[src/rtl/fpu_mul_issue_pkg.sv]
// Shared FPU types for the FP16 multiplier issue controller.
// Holds the operand/condition-code types, the qNaN constant and the controller state enum.
package fpu_mul_issue_pkg;

  typedef struct packed {
    logic       sign;
    logic [4:0] exp;
    logic [9:0] frac;
  } fp16_t;

  typedef struct packed {
    logic z;
    logic c;
    logic n;
    logic v;
  } condCode_t;

  localparam fp16_t FP16_QNAN = 16'h7E00;

  typedef enum logic [2:0] {
    ST_IDLE,
    ST_CLEAR,
    ST_START,
    ST_BUSY,
    ST_RESULT
  } fpuMulIssueState_t;

  function automatic logic fp16_is_zero(fp16_t x);
    return (x.exp == 5'd0) && (x.frac == 10'd0);
  endfunction

endpackage

[src/rtl/fpu_mul_issue_watchdog.sv]
// Watchdog for the issue controller: 8-bit up-counter that flags the last
// permitted BUSY cycle (count == TIMEOUT-1).
module fpuMulWatchdog #(
  parameter int unsigned TIMEOUT = 32
) (
  input  logic clock,
  input  logic reset,
  input  logic clear,
  input  logic enable,
  output logic expired
);

  localparam logic [7:0] LAST = 8'(TIMEOUT - 1);

  logic [7:0] count_q;

  always_ff @(posedge clock or negedge reset) begin
    if (!reset) begin
      count_q <= '0;
    end else if (clear) begin
      count_q <= '0;
    end else if (enable) begin
      count_q <= count_q + 8'd1;
    end
  end

  assign expired = (count_q == LAST);

endmodule

[src/rtl/fpu_mul_issue.sv]
// Issue/retire controller in front of the sequential FP16 multiplier.
// Optional zero-operand bypass enabled by defining FPU_MUL_ZERO_BYPASS_EN.
//
// state     | meaning
// ----------+-------------------------------------------------------------
// ST_IDLE   | waiting for an operand pair, inReady=1
// ST_CLEAR  | one-cycle mulReset pulse to re-arm the multiplier's done latch
// ST_START  | one-cycle mulStart pulse, watchdog cleared
// ST_BUSY   | waiting for mulDone or watchdog expiry
// ST_RESULT | result presented until outReady
module fpu_mul_issue
  import fpu_mul_issue_pkg::*;
#(
  parameter int unsigned TIMEOUT = 32
) (
  input  logic      clock,
  input  logic      reset,
  input  logic      inValid,
  output logic      inReady,
  input  fp16_t     inA,
  input  fp16_t     inB,
  output fp16_t     mulIn1,
  output fp16_t     mulIn2,
  output logic      mulStart,
  output logic      mulReset,
  input  fp16_t     mulOut,
  input  condCode_t mulCond,
  input  logic      mulDone,
  output logic      outValid,
  input  logic      outReady,
  output fp16_t     outResult,
  output condCode_t outCond,
  output logic      outTimeout,
  output logic      busy
);

  fpuMulIssueState_t state_q;
  fp16_t             opA_q, opB_q, outResult_q;
  condCode_t         outCond_q;
  logic              mulStart_q, outValid_q, outTimeout_q;
  logic              accept_d, bypass_d, bypassSign_d, expired;

  assign inReady  = (state_q == ST_IDLE) | ((state_q == ST_RESULT) & outReady);
  assign accept_d = inValid & inReady;

`ifdef FPU_MUL_ZERO_BYPASS_EN
  assign bypass_d     = fp16_is_zero(inA) | fp16_is_zero(inB);
  assign bypassSign_d = inA.sign ^ inB.sign;
`else
  assign bypass_d     = 1'b0;
  assign bypassSign_d = 1'b0;
`endif

  fpuMulWatchdog #(.TIMEOUT(TIMEOUT)) u_watchdog (
    .clock   (clock),
    .reset   (reset),
    .clear   (state_q == ST_START),
    .enable  (state_q == ST_BUSY),
    .expired (expired)
  );

  always_ff @(posedge clock or negedge reset) begin
    if (!reset) begin
      state_q      <= ST_IDLE;
      opA_q        <= '0;
      opB_q        <= '0;
      mulStart_q   <= 1'b0;
      outValid_q   <= 1'b0;
      outResult_q  <= '0;
      outCond_q    <= '0;
      outTimeout_q <= 1'b0;
    end else begin
      mulStart_q <= 1'b0;
      unique case (state_q)
        ST_IDLE, ST_RESULT: begin
          if (accept_d) begin
            opA_q <= inA;
            opB_q <= inB;
            if (bypass_d) begin
              state_q      <= ST_RESULT;
              outValid_q   <= 1'b1;
              outResult_q  <= {bypassSign_d, 15'b0};
              outCond_q    <= {~bypassSign_d, 1'b0, bypassSign_d, 1'b0};
              outTimeout_q <= 1'b0;
            end else begin
              state_q    <= ST_CLEAR;
              outValid_q <= 1'b0;
            end
          end else if ((state_q == ST_RESULT) && outReady) begin
            state_q    <= ST_IDLE;
            outValid_q <= 1'b0;
          end
        end
        ST_CLEAR: begin
          state_q    <= ST_START;
          mulStart_q <= 1'b1;
        end
        ST_START: state_q <= ST_BUSY;
        ST_BUSY: begin
          // a done seen on the expiry cycle still counts as a real result
          if (mulDone) begin
            state_q      <= ST_RESULT;
            outValid_q   <= 1'b1;
            outResult_q  <= mulOut;
            outCond_q    <= mulCond;
            outTimeout_q <= 1'b0;
          end else if (expired) begin
            state_q      <= ST_RESULT;
            outValid_q   <= 1'b1;
            outResult_q  <= FP16_QNAN;
            outCond_q    <= '0;
            outTimeout_q <= 1'b1;
          end
        end
        default: state_q <= ST_IDLE;
      endcase
    end
  end

  assign mulIn1     = opA_q;
  assign mulIn2     = opB_q;
  assign mulStart   = mulStart_q;
  assign mulReset   = ~reset | (state_q == ST_CLEAR);
  assign outValid   = outValid_q;
  assign outResult  = outResult_q;
  assign outCond    = outCond_q;
  assign outTimeout = outTimeout_q;
  assign busy       = (state_q != ST_IDLE);

endmodule

[config.mk]
export PLATFORM = sky130hd
export DESIGN_NAME = fpu_mul_issue
export DESIGN_NICKNAME = d
export VERILOG_FILES = /design/src/rtl/fpu_mul_issue_pkg.sv /design/src/rtl/fpu_mul_issue_watchdog.sv /design/src/rtl/fpu_mul_issue.sv
export SDC_FILE = /design/constraint.sdc
export NUM_CORES = 1
export LEC_CHECK = 0
export ABC_AREA = 1
export BUFFER_PORTS_ARGS = -buffer_cell sky130_fd_sc_hd__buf_4
export CORE_MARGIN = 2
export CORE_UTILIZATION = 43
export DETAILED_ROUTE_END_ITERATION = 6
export PLACE_DENSITY = 0.73
export SLEW_MARGIN = 20
export SYNTH_ARGS = -nofsm -noshare
export SYNTH_HDL_FRONTEND = slang
export SYNTH_SLANG_ARGS = --single-unit
[constraint.sdc]
create_clock -name clock -period 2.3 [get_ports clock]
set_clock_uncertainty 0.2 [all_clocks]
set_input_delay 0.345 -clock clock [delete_from_list [all_inputs] [get_ports clock]]
set_output_delay 0.345 -clock clock [all_outputs]
set_load 0.01 [all_outputs]
* After elaboration in Yosys (flattened, before gate mapping) *
Index checks and enable logic that the tools add are counted.

word-level totals
  bits in registers = 66
  latch bits = 0
  RAM bits = 0
  ROM bits = 0
  input port bits = 57
  output and inout bits = 58
  logic and storage cells = 60
  memories kept = 0

cells by class
  add/subtract/negate cells = 1
  $mul = 0
  divide/modulo/power cells = 0
  magnitude comparators = 0
  eq/ne operators = 7
  shift operators = 0
  muxes and demuxes = 18
  bitwise logic cells = 5
  reductions and logical operators = 11

operator list
  cell                                                                   count
  16-bit two-way mux                                                     2
  8-bit two-way mux                                                      2
  3-bit two-way mux                                                      4
  3-bit one-hot mux with 4 select lines                                  1
  8-bit by 1-bit adder with 8-bit output, second input constant          1
  8-bit by 5-bit equality test with 1-bit output, second input constant  1
  4-bit two-way mux                                                      2
  3-bit by 2-bit equality test with 1-bit output, second input constant  2
  1-bit two-way mux                                                      6
  3-bit inequality test, second input constant                           2
  2-bit AND reduction                                                    3
  2-bit nonzero test                                                     3
  3-bit by 1-bit equality test with 1-bit output, second input constant  1
  3-bit equality test, second input constant                             1
  3-bit logical NOT                                                      1
  3-bit AND reduction                                                    1
  3-bit nonzero test                                                     1
  1-bit bitwise AND                                                      2
  1-bit bitwise OR                                                       2
  1-bit one-hot mux with 2 select lines                                  1
  2-bit OR reduction                                                     1
  1-bit logical AND                                                      1
  1-bit inverter                                                         1

* Logic depth before layout (Yosys ltp) *
  depth in word-level cells = 6
  depth in mapped cells = 9
  depth with buffers taken out = 8

* Hierarchy *
From an unflattened synthesis, not the netlist that was laid out.

second synthesis, totals
  cells, all modules = 317
  area, all modules = 2939.1 sq um

by module, submodules not included
  module          times used  cells each  area each (sq um)  sequential area each (sq um)
  fpu_mul_issue   1           261         2514.9             1451.4
  fpuMulWatchdog  1           56          424.2              200.2

* Worst setup path after synthesis *
OpenSTA, ideal clock, no wires.

  path type = register -> register
  start = reg u_watchdog.count_q[0]
  end = reg outResult_q, in the netlist outResult[10]
  library setup time = 0.126 ns
  arrival time = 1.192 ns
  required time = 1.974 ns
  setup slack = 0.783 ns
  cell stages (with the launch flop) = 9
  buffers on the path = 1
  period minus slack after synthesis = 1.517 ns
  cell sequence = dfrtp_1 ha_1 nand2_1 nor2_1 nand2_1 nand2_1 nand2_2 buf_2 a21oi_1

between the ends
  cells in the longest elaborated chain, start to end = 3

ends and longest elaborated chain
  item                                            line                          RTL
  start: declaration                              fpu_mul_issue_watchdog.sv:15  logic [7:0] count_q;
  start signal: assignment                        fpu_mul_issue_watchdog.sv:23  count_q <= count_q + 8'd1;
  8-bit by 5-bit equality test with 1-bit output  fpu_mul_issue_watchdog.sv:27  assign expired = (count_q == LAST);
  2-bit nonzero test (no source line)             -
  2-bit AND reduction (no source line)            -
  end signal: assignment                          fpu_mul_issue.sv:82           outResult_q <= {bypassSign_d, 15'b0};
  end signal: assignment                          fpu_mul_issue.sv:104          outResult_q <= mulOut;
  end: declaration                                fpu_mul_issue.sv:38           fp16_t opA_q, opB_q, outResult_q;

No other way between the ends.
A chain may end at the register's enable or synchronous reset.

* Worst setup path after layout *
  start = in reset
  end = out mulReset

between the ends
  cells in the longest elaborated chain, start to end = 2

ends and longest elaborated chain
  item                line                  RTL
  start: declaration  fpu_mul_issue.sv:17   input logic reset,
  1-bit inverter      fpu_mul_issue.sv:123  assign mulReset = ~reset | (state_q == ST_CLEAR);
  1-bit bitwise OR    fpu_mul_issue.sv:123
  end: declaration    fpu_mul_issue.sv:25   output logic mulReset,

No other way between the ends.

==> results.cfg <==
[synthesis]
syn_nets = 382
async_flop_share_pct = 100.0
ys.warnings.count = 0
yosys-top-cells-count = nand2_1 (169), dfrtp_1 (66), inv_1 (24)
synth_area_leaders = dfrtp_1 (60%), nand2_1 (23%), inv_1 (3.2%)
ys_seq_area_share_pct = 59.54
yosysTopAreaCell = dfrtp_1
syn-cell-area_um2 = 2774
syn_inst = 324
synth_top_area_share_pct = 59.54
synth_edf_count = 0
ys_ff_latch = 66
synth.distinct_cells = 23
synth.most_common_cell = nand2_1
synthFlopType = dfrtp_1
synth.avg_cell_area_um2 = 8.561

[worst_setup_path]
crit-reg2reg-launch = u_watchdog.count_q[0]$_DFFE_PN0P_
endpoint_kind = output pin
crit_type = primary input to output pin
cp.arrival_ns = 1.42
rrSetupSlack_ns = 0.45
start_kind = primary input
cp.required_ns = 1.75
critPathMaxFanout = 22
reg2reg_depth = 8
reg2reg_to = outCond[3]$_DFFE_PN0P_

[pwr]
p_comb_share_pct = 40.7
ir_drop_uv = 601.0
p_per_area_nw_per_um2 = 1269
power_frac_clock_pct = 19.3
switching_share_pct = 36.37
p_switching_mw = 1.784
p_int_mw = 3.121
p_leak_nw = 2.218
p_seq_share_pct = 40.1

[hold_path]
min_to = mulIn1[8]$_DFFE_PN0P_
hold_depth = 3
hp-start = inA[8]
hold_path_class = primary input to flop

[cells_and_area]
fin_cells = 523
diodes = 0
final_area_um2 = 3865
area_delta_synth_final_pct = 39.33
drive_gt1_share_pct = 31.61
fill_cells = 572
regArea_um2 = 1652
multiInputGateArea_um2 = 937.1
final_nets = 501

[clock_tree]
clk_latency_ns = 0.32
cts-root-buf = clkbuf_8
clk_path_buf_depth = 2
cts_tree = done
post_cts_buffers = 0
numCtsBuffers = 9
cts_sinks = 66
clk_pin_slew_worst_paths_ns = 0.07
cts_max_level = 3

[routing]
vias_per_cell = 4.637
met1Wirelength_mm = 2.668
routed.top_layer = met4
vias = 2425
drcViolationCount = 0
met2WireLength_mm = 3.375
antenna_left = 0
drt-pass1-iter-count = 4
wl_mm = 6.532
wl_per_cell_um = 12.49
drt_iter0_markers = 115
wl_met3_um = 397

[timing]
finalCritPeriodShare_pct = 85.34
max_slew_margin_pct = 63.39
worst_slew_pin_slew_ns = 0.5491
rsz0062_at_grt = no
hold_ws_ns = 0.01952
maxSlewViolCount = 0
finalSetupViolCount = 0
hold_violations = 0
clock.fmax_ghz = 0.5095
timing.final.crit_period_ns = 1.963
fin_setup_tns_ns = 0

[die]
rows = 29
dieHeight_um = 84.32
die_area_um2 = 7109
io_pins = 115
start_util_pct = 44.19
die_width_um = 84.32
core_um2 = 6277

[run]
cap_viol_max_count = 0

[grt]
grt_pass1_wl_mm = 10.56
grt_pass1_vias = 2367
antenna_found_initial = 0
globalRouteTotalUtil_pct = 18.84
overflow = 0
grt_max_degree = 47

[place]
placed_cell_area_um2 = 3664
hpwl_mm = 4.796
dp.cells = 508
numPortBuffers = 114
gp_congestion = 0.8499

[outcome]
outcome = completed
[metrics by stage]
stage / setup WS, ns / utilization (%) / power [mW]
after floorplan: 0.7826 / - / 2.993
after global placement: 0.5349 / 58.36 / 3.936
after detailed placement: 0.4798 / 58.36 / 4.002
after CTS: 0.3252 / 61.57 / 4.957
after global routing: 0.2471 / 61.57 / 5.261
final: 0.3371 / 61.57 / 4.905
[timing repair]
action,4_1_cts,5_1_grt
gates resized for setup,0,0
hold buffers,1,0
endpoints found under the hold margin,20,0
[worst max path at each step]
| stage | from | to | slack (ns) | cells after the start |
|---|---|---|---|---|
| detailed placement | u_watchdog.count_q[0]$_DFFE_PN0P_ | outCond[3]$_DFFE_PN0P_ | 0.48 | 8 |
| CTS | reset | mulReset | 0.33 | 4 |
| global route | state_q[0]$_DFFE_PN0P_ | mulReset | 0.25 | 5 |
| finish | reset | mulReset | 0.34 | 4 |
| floorplan | u_watchdog.count_q[0]$_DFFE_PN0P_ | outResult[10]$_DFFE_PN0P_ | 0.78 | 8 |
| global placement | u_watchdog.count_q[0]$_DFFE_PN0P_ | outResult[15]$_DFFE_PN0P_ | 0.53 | 8 |
[area by class of cell]
type / count / area share (%)
flip-flops and latches: 66 / 42.73
inverters: 28 / 2.784
multi-input cells: 221 / 24.25
repair buffers: 117 / 22.79
well taps: 77 / 2.493
clock buffers: 11 / 3.917
clock inverters: 3 / 1.036
[routing by layer]
metal,vias up,track usage [%]
li1,1217,-
met5,-,0
met4,0,8.798
met2,76,31.02
met1,1126,23.26
met3,6,4.916
[worst max-delay path: stages]
cell and delay [ns]:
dlygate4sd3_1 0.52, buf_4 0.28, nand2_1 0.11, buf_4 0.15
[flip-flops by register name, indices dropped and copies added, names as in the netlist]
register / flops
mulIn1: 16
mulIn2: 16
mulStart: 1
outCond: 4
outResult: 16
outTimeout: 1
outValid: 1
state_q: 3
u_watchdog.count_q: 8
[cells by family (layout without fill, tap and decap cells)]
kind of cell	Yosys count	in the layout	synth area share (%)
AOI/OAI and AO/OA	16	16	3.248
adders and majority gates	1	1	0.4510
buffers and inverters	37	159	6.676
DFF	66	66	59.54
and+or+nand+nor	204	204	30.09
[power by group through the flow]
stage / registers (mW) / logic, mW / clock network, mW
final: 1.97 / 1.99 / 0.945
after global routing: 2.02 / 2.22 / 1.02
after CTS: 1.96 / 2.03 / 0.963
after detailed placement: 1.97 / 2.03 / 0
after global placement: 1.96 / 1.97 / 0
after floorplan: 2.14 / 0.850 / 0
[cells in the final DEF (no fill, tap or decap)]
| cell type | synthesis | routed |
|---|---|---|
| nor2_4 | 1 | 1 |
| o21ai_2 | 1 | 1 |
| dlygate4sd3_1 | 0 | 1 |
| nand4_1 | 5 | 5 |
| dfrtp_1 | 66 | 66 |
| inv_4 | 1 | 1 |
| buf_4 | 3 | 116 |
| nand2_2 | 1 | 1 |
| o21ai_0 | 3 | 3 |
| nand3_1 | 9 | 9 |
| clkinv_2 | 0 | 2 |
| a21oi_1 | 10 | 10 |
| nor3_1 | 1 | 1 |
| nor2_2 | 1 | 1 |
| o211ai_1 | 1 | 1 |
| nor2_1 | 14 | 14 |
| ha_1 | 1 | 1 |
| nand2_1 | 169 | 169 |
| bufinv_16 | 0 | 1 |
| a22o_1 | 1 | 1 |
| inv_1 | 24 | 24 |
| clkbuf_8 | 0 | 11 |
| inv_2 | 3 | 3 |
| nand2_4 | 2 | 2 |
| nor2_8 | 1 | 1 |
Power figures use the tool's default switching activity.
